==> config.mk <==
export PLATFORM = sky130hd
export DESIGN_NAME = iter_bit_deser
export DESIGN_NICKNAME = d
export VERILOG_FILES = /design/src/rtl/iter_pkg.sv /design/src/rtl/iter_word_hold.sv /design/src/rtl/iter_bit_deser.sv
export SDC_FILE = /design/constraint.sdc
export NUM_CORES = 1
export LEC_CHECK = 0
export BUFFER_PORTS_ARGS = -buffer_cell sky130_fd_sc_hd__buf_2
export CORE_MARGIN = 2
export CORE_UTILIZATION = 45
export DETAILED_ROUTE_END_ITERATION = 12
export GPL_TIMING_DRIVEN = 0
export PLACE_DENSITY_LB_ADDON = 0.15
export SLEW_MARGIN = 5
export SYNTH_ARGS = -nofsm -noshare
export SYNTH_HDL_FRONTEND = slang
export SYNTH_SLANG_ARGS = --single-unit
==> constraint.sdc <==
create_clock -name clk -period 1.45 [get_ports clk]
set_input_delay 0.29 -clock clk [delete_from_list [all_inputs] [get_ports clk]]
set_output_delay 0.29 -clock clk [all_outputs]
set_load 0.01 [all_outputs]
==> src/rtl/iter_pkg.sv <==
// Shared types and helpers for the serial-bit deserializer stage.
package iter_pkg;

    typedef enum logic [0:0] {
        OUT_EMPTY = 1'b0,
        OUT_FULL  = 1'b1
    } out_state_t;

    localparam int DEFAULT_WIDTH = 8;

    function automatic int cnt_w(input int width);
        return $clog2(width);
    endfunction

endpackage

==> src/rtl/iter_word_hold.sv <==
// One-entry valid/ready holding register between the bit collector and the word consumer.
module iter_word_hold
    import iter_pkg::*;
#(
    parameter int WIDTH = DEFAULT_WIDTH
) (
    input  logic             clk,
    input  logic             rst,
    input  logic             load,
    input  logic [WIDTH-1:0] load_word,
    input  logic             take,
    output logic [WIDTH-1:0] word_out,
    output logic             word_valid
);

    out_state_t       state_r;
    logic [WIDTH-1:0] word_r;

    // Holding FSM: a load always wins over a take so a same-cycle refill keeps the entry full.
    always_ff @(posedge clk or negedge rst) begin
        if (!rst) begin
            state_r <= OUT_EMPTY;
            word_r  <= {WIDTH{1'b0}};
        end else begin
            case (state_r)
                OUT_EMPTY: begin
                    if (load) begin
                        state_r <= OUT_FULL;
                        word_r  <= load_word;
                    end else begin
                        state_r <= OUT_EMPTY;
                    end
                end
                OUT_FULL: begin
                    if (load) begin
                        word_r <= load_word;
                    end else if (take) begin
                        state_r <= OUT_EMPTY;
                    end else begin
                        state_r <= OUT_FULL;
                    end
                end
                default: begin
                    state_r <= OUT_EMPTY;
                end
            endcase
        end
    end

    assign word_out   = word_r;
    assign word_valid = (state_r == OUT_FULL);

endmodule

==> src/rtl/iter_bit_deser.sv <==
// Packs the inverter's serial output into WIDTH-bit words behind a one-entry output buffer.
module iter_bit_deser
    import iter_pkg::*;
#(
    parameter int WIDTH     = DEFAULT_WIDTH,
    parameter bit MSB_FIRST = 1'b1
) (
    input  logic                       clk,
    input  logic                       rst,
    input  logic                       bit_in,
    input  logic                       bit_valid,
    output logic                       bit_ready,
    input  logic                       flush,
    output logic [WIDTH-1:0]           word_out,
    output logic                       word_valid,
    input  logic                       word_ready,
    output logic [cnt_w(WIDTH)-1:0]    bit_count
);

    localparam int               CNT_W    = cnt_w(WIDTH);
    localparam logic [CNT_W-1:0] LAST_CNT = CNT_W'(WIDTH - 1);

    logic [CNT_W-1:0] cnt_r;
    logic [WIDTH-1:0] shift_r;
    logic [WIDTH-1:0] shift_nxt_s;
    logic             last_s;
    logic             accept_s;
    logic             ready_s;

    // Handshake and next shift value; on the last bit shift_nxt_s is the complete word.
    always_comb begin
        last_s = (cnt_r == LAST_CNT);
        if (flush) begin
            ready_s = 1'b0;
        end else if (last_s && word_valid && !word_ready) begin
            ready_s = 1'b0;
        end else begin
            ready_s = 1'b1;
        end
        accept_s = bit_valid && ready_s;
        if (MSB_FIRST) begin
            shift_nxt_s = {shift_r[WIDTH-2:0], bit_in};
        end else begin
            shift_nxt_s = {bit_in, shift_r[WIDTH-1:1]};
        end
    end

    // Collector: count wraps explicitly at WIDTH-1 so non-power-of-2 widths behave.
    always_ff @(posedge clk or negedge rst) begin
        if (!rst) begin
            cnt_r   <= {CNT_W{1'b0}};
            shift_r <= {WIDTH{1'b0}};
        end else if (flush) begin
            cnt_r   <= {CNT_W{1'b0}};
            shift_r <= {WIDTH{1'b0}};
        end else if (accept_s) begin
            if (last_s) begin
                cnt_r   <= {CNT_W{1'b0}};
                shift_r <= {WIDTH{1'b0}};
            end else begin
                cnt_r   <= cnt_r + CNT_W'(1'b1);
                shift_r <= shift_nxt_s;
            end
        end else begin
            cnt_r   <= cnt_r;
            shift_r <= shift_r;
        end
    end

    iter_word_hold #(
        .WIDTH(WIDTH)
    ) u_hold (
        .clk       (clk),
        .rst       (rst),
        .load      (accept_s && last_s),
        .load_word (shift_nxt_s),
        .take      (word_valid && word_ready),
        .word_out  (word_out),
        .word_valid(word_valid)
    );

    assign bit_ready = ready_s;
    assign bit_count = cnt_r;

endmodule
---- Yosys cells after proc, flatten, opt, wreduce, memory -nomap -nowiden ----
Cells that the tools add are included.
storage, ports and cells
  register bits after elaboration ......... 19
  bits of input ports ..................... 6
  output and inout port bits .............. 13
  word-level logic and storage cells ...... 27
cells by class
  add/sub/neg operators ................... 1
  equality and inequality tests ........... 1
  multiplexer cells ....................... 13
  bitwise logic cells ..................... 1
  reduce and logical (&&, ||, !) cells .... 7
operator list
  cell                                          number
  2-to-1 mux 7 bit                              3
  2-to-1 mux 3 bit                              3
  2-to-1 mux 8 bit                              1
  logical AND 1 bit                             5
  2-to-1 mux 1 bit                              5
  adder 3 x 1 -> 3 bit (second input constant)  1
  == test 3 bit (second input constant)         1
  one-hot mux 1 bit (2 select lines)            1
  nonzero test 2 bit                            1
  logical NOT 1 bit                             1
  NOT 1 bit                                     1

---- Longest topological paths before layout ----
  depth in word-level cells ............... 9
  gate-level depth with buffers ........... 5
  gate-level depth less buffers ........... 5

---- Hierarchy ----
Synthesis repeated with hierarchy kept, for this count alone.
second synthesis, totals
  cells, all modules ...................... 52
  area total of the unflattened synthesis .. 829.5 um^2
modules (own cells, without submodules)
  module          instances  cells an instance  area an instance (um^2)  seq. area each (um^2)
  iter_bit_deser  1          32                 460.4                    250.2
  iter_word_hold  1          20                 369.1                    225.2

---- Worst setup path before layout ----
OpenSTA, ideal clock, no wires.
  path kind ............................... reg2reg
  start point ............................. register cnt_r[0], in the netlist bit_count[0]
  end point ............................... register u_hold.word_r[0], in the netlist u_hold.word_out[0]
  library setup time ...................... 0.125 ns
  data arrival time ....................... 1.470 ns
  required time ........................... 1.325 ns
  slack ................................... -0.145 ns
  cell stages (with the launch flop) ...... 6
  path buffers ............................ 1
  clock period less this slack ............ 1.595 ns
  path through ............................ dfrtp_1 ha_1 ha_1 nor4bb_1 buf_4 mux2_2
on the way
  longest elaborated chain between the ends .. 7
ends and longest elaborated chain
  what                            RTL line              RTL
  start: declaration              iter_bit_deser.sv:23  logic [CNT_W-1:0] cnt_r;
  start signal: assignment        iter_bit_deser.sv:51  cnt_r <= {CNT_W{1'b0}};
  start signal: assignment        iter_bit_deser.sv:54  cnt_r <= {CNT_W{1'b0}};
  start signal: assignment        iter_bit_deser.sv:58  cnt_r <= {CNT_W{1'b0}};
  == test 3 bit (*)               iter_bit_deser.sv:32  last_s = (cnt_r == LAST_CNT);
  logical AND 1 bit (2 in a row)  iter_bit_deser.sv:35  end else if (last_s && word_valid && !word_ready) begin
  2-to-1 mux 1 bit                iter_bit_deser.sv:35
  2-to-1 mux 1 bit                iter_bit_deser.sv:33  if (flush) begin
  logical AND 1 bit               iter_bit_deser.sv:40  accept_s = bit_valid && ready_s;
  logical AND 1 bit (*)           iter_bit_deser.sv:75  .load (accept_s && last_s),
  end signal: assignment          iter_word_hold.sv:23  word_r <= {WIDTH{1'b0}};
  end signal: assignment          iter_word_hold.sv:29  word_r <= load_word;
  end signal: assignment          iter_word_hold.sv:36  word_r <= load_word;
  end: declaration                iter_word_hold.sv:17  logic [WIDTH-1:0] word_r;
Mark *: on every way between the ends. The rest lies on a longest branch, timed or not.
A chain may end at the register's enable or synchronous reset.

---- Worst setup path in the final report ----
  start point ............................. register cnt_r[0], in the netlist bit_count[0]
  end point ............................... output bit_ready
on the way
  longest elaborated chain between the ends .. 5
ends and longest elaborated chain
  what                            RTL line              RTL
  == test 3 bit                   iter_bit_deser.sv:32
  logical AND 1 bit (2 in a row)  iter_bit_deser.sv:35
  2-to-1 mux 1 bit                iter_bit_deser.sv:35
  2-to-1 mux 1 bit                iter_bit_deser.sv:33
  end: declaration                iter_bit_deser.sv:12  output logic bit_ready,
Every way passes these cells.

==> impl_metrics.toml <==
[sta]
hold_viol_final = 0
fin_worst_hold_slack_ps = 243
clock-skew-final_ps = 3.35
achievable-frequency_ghz = 0.640
timing.final.crit_share_pct = 108
finalWorstSetupSlack_ps = -112
relSlewSlack_pct = 71.7
finalCriticalPeriod_ps = 1560
unrepaired_setup_endpoints_after_global_routing = "yes"
finalSetupViolCount = 12
max_slew.worst_pin.slew_ps = 424
final_max_slew_viol_count = 0

[synth]
async_reset_ff_share_pct = 100
synth_top_area_share_pct = 60.7
synth_nets = 60
top_flip_flop_cell_by_instance_count_after_synthesis = "sky130_fd_sc_hd__dfrtp_1"
synth_area_leaders = "sky130_fd_sc_hd__dfrtp_1, sky130_fd_sc_hd__mux2_2, sky130_fd_sc_hd__a22o_1, sky130_fd_sc_hd__ha_1, sky130_fd_sc_hd__nand2b_1"
synth.yosys.seq_area_share_pct = 60.7
netlist-cell-type-count = 14
synth.cells.most_frequent = "sky130_fd_sc_hd__dfrtp_1, sky130_fd_sc_hd__mux2_2, sky130_fd_sc_hd__a22o_1"
postSynthAreaPerCell_um2 = 15.1
synth_top_cell_by_area = "sky130_fd_sc_hd__dfrtp_1"
ys_seq_elements = 19
synth.most_common_cell = "sky130_fd_sc_hd__dfrtp_1"
synth.cell_area_um2 = 783
synth_edf_count = 0
syn-instance-count = 52
yosys_warnings = 0

[grt]
grt_max_degree = 20
grt_pass1_vias = 468
grt.total_usage_pct = 15.1
first_pass_grt_wire_length_um = 2200
antenna_found_initial = 0
congestion_overflow_gr = 0

[power_and_ir_drop]
power_leakage_uw = 0.000545
ir_worst_vdd_mv = 0.439
pwr_density_cell_mw_per_mm2 = 831

[route]
vias_per_cell = 5.40
wirelength_um = 1420
drt-wirelength-per-cell_um = 14.5
ant_nets = 0
drt_iter0_drc = 7
vias = 529
drt_pass1_iterations = 4
drc = 0

[clock_tree]
clock_tree_buffer_depth = 2
cts_tree = "built"
numClockSinks = 19
worst_skew_pair.late_latency_ps = 290
cts_htree_levels = 1
clkSlewWorstSetupHoldPaths_ps = 100
numCtsBuffers = 3
ctsRootBufferMaster = "sky130_fd_sc_hd__clkbuf_4"

[outcome]
outcome = "complete, but fails checks"
failed_checks = "setup timing"

[layout]
n_antenna_cell = 0
drive_above_1_share_pct = 56.8
layout.nets = 90
syn_to_final_growth_pct = 36.3
fillers = 140

[min_path]
holdCritPathClass = "in2reg"
number_of_cells_traversed_by_the_worst_hold_path = 2

[setup_path]
path_max_fanout = 3
critical_path_class = "reg2out"
critical_path.startpoint_type = "flop"
critPathRequiredTime_ps = 1160
critical_path_arrival_ps = 1270
end_kind = "output port"
count_of_cells_along_the_worst_register_to_register_path = 5

[floorplan]
io_count = 19
dieWidth_um = 45.7
fp.dieArea_mm2 = 0.00209
die_h_um = 45.7
floorplan.initialDensity_pct = 46.4
placeableCoreArea_mm2 = 0.00169
floorplan.rows = 15

[placement]
globalplace.congestion = 0.680
io_buffer_count = 18
half_perimeter_wire_length_after_detailed_placement_um = 924
pre_cts_ws_ps = -185

[flow_run]
max_cap_violations = 0
-- power by group --
part           switching [uW]  internal [uW]
Sequential               6.24            538
Combinational            42.6           41.2
Clock                     152            107
Total                     201            686
-- through the flow --
step | power [uW] | instances | instance area [um^2] | utilization, % | setup TNS, ps
floorplan | 584 | 52 | 802 | - | -969
global placement | 616 | 87 | 913 | 54.1 | -1450
detailed placement | 618 | 87 | 913 | 54.1 | -1670
CTS | 893 | 95 | 1000 | 59.2 | -1510
global route | 927 | 98 | 1070 | 63.2 | -2200
finish | 887 | 98 | 1070 | 63.2 | -878
-- layer usage --
metal	share of wire (%)	wire length, um	up-vias	track usage, %
li1	-	-	249	-
met1	50	718	260	23.9
met2	43	615	20	20.0
met3	6.1	87	0	3.57
met4	0	0	0	5.14
met5	0	0	-	0
-- layout make-up --
class | instances | area (um^2) | share of cell area (%)
buffer | 1 | 11.3 | 1.06
clock buffer | 4 | 26.3 | 2.46
multi-input combinational | 32 | 388 | 36.3
sequential | 19 | 475 | 44.5
tap | 17 | 21.3 | 1.99
timing repair buffer | 25 | 145 | 13.6
-- cell families (layout without fill, tap and decap cells) --
logic type,Yosys count,in the layout,share of synthesized area (%)
compound gates,9,9,9.11
fa+ha+maj,2,2,3.19
buf+inv,1,30,0.959
flops,19,19,60.7
mux,11,11,15.5
simple gates,10,10,10.5
-- worst paths after layout --
path,startpoint,to,slack [ps]
setup / recovery,bit_count[0],bit_ready,-110
hold / removal,bit_in,u_hold.word_out[0],240
setup reg to reg,bit_count[0],u_hold.word_out[6],-100
hold reg to reg,shift_r[6],shift_r[6],510
max in group asynchronous,rst,shift_r[6],700
min in group asynchronous,rst,u_hold.word_out[2],460
-- worst max-delay path: stages, from the launching register on --
cell and delay, ps:
sky130_fd_sc_hd__dfrtp_1 400, sky130_fd_sc_hd__ha_2 200, sky130_fd_sc_hd__ha_4 160, sky130_fd_sc_hd__a21oi_2 90, sky130_fd_sc_hd__buf_2 130
-- state kept, by name, indices dropped and copies added (netlist names) --
register,count
u_hold.word_valid,1
bit_count,3
u_hold.word_out,8
shift_r,7
-- cell usage in the layout, fill, tap and decap left out, drive strengths merged --
cell         synthesis  final
dlygate4sd3          0      1
buf                  1     25
nand3b               1      1
or2                  1      1
clkbuf               0      4
mux2i                2      2
a22o                 7      7
a21oi                2      2
nand2b               4      4
ha                   2      2
nor4bb               1      1
mux2                 9      9
and2                 1      1
nor2b                1      1
dfrtp               19     19
nor3b                1      1
-- repair_timing --
item	in CTS	in global routing
gates resized for setup	7	11
hold buffers	1	0
buffers inserted	2	3
gates cloned	1	0
hold endpoints to repair	19	0
pin swaps	1	8
setup endpoints to repair	18	18
Power figures use the tool's default switching activity.
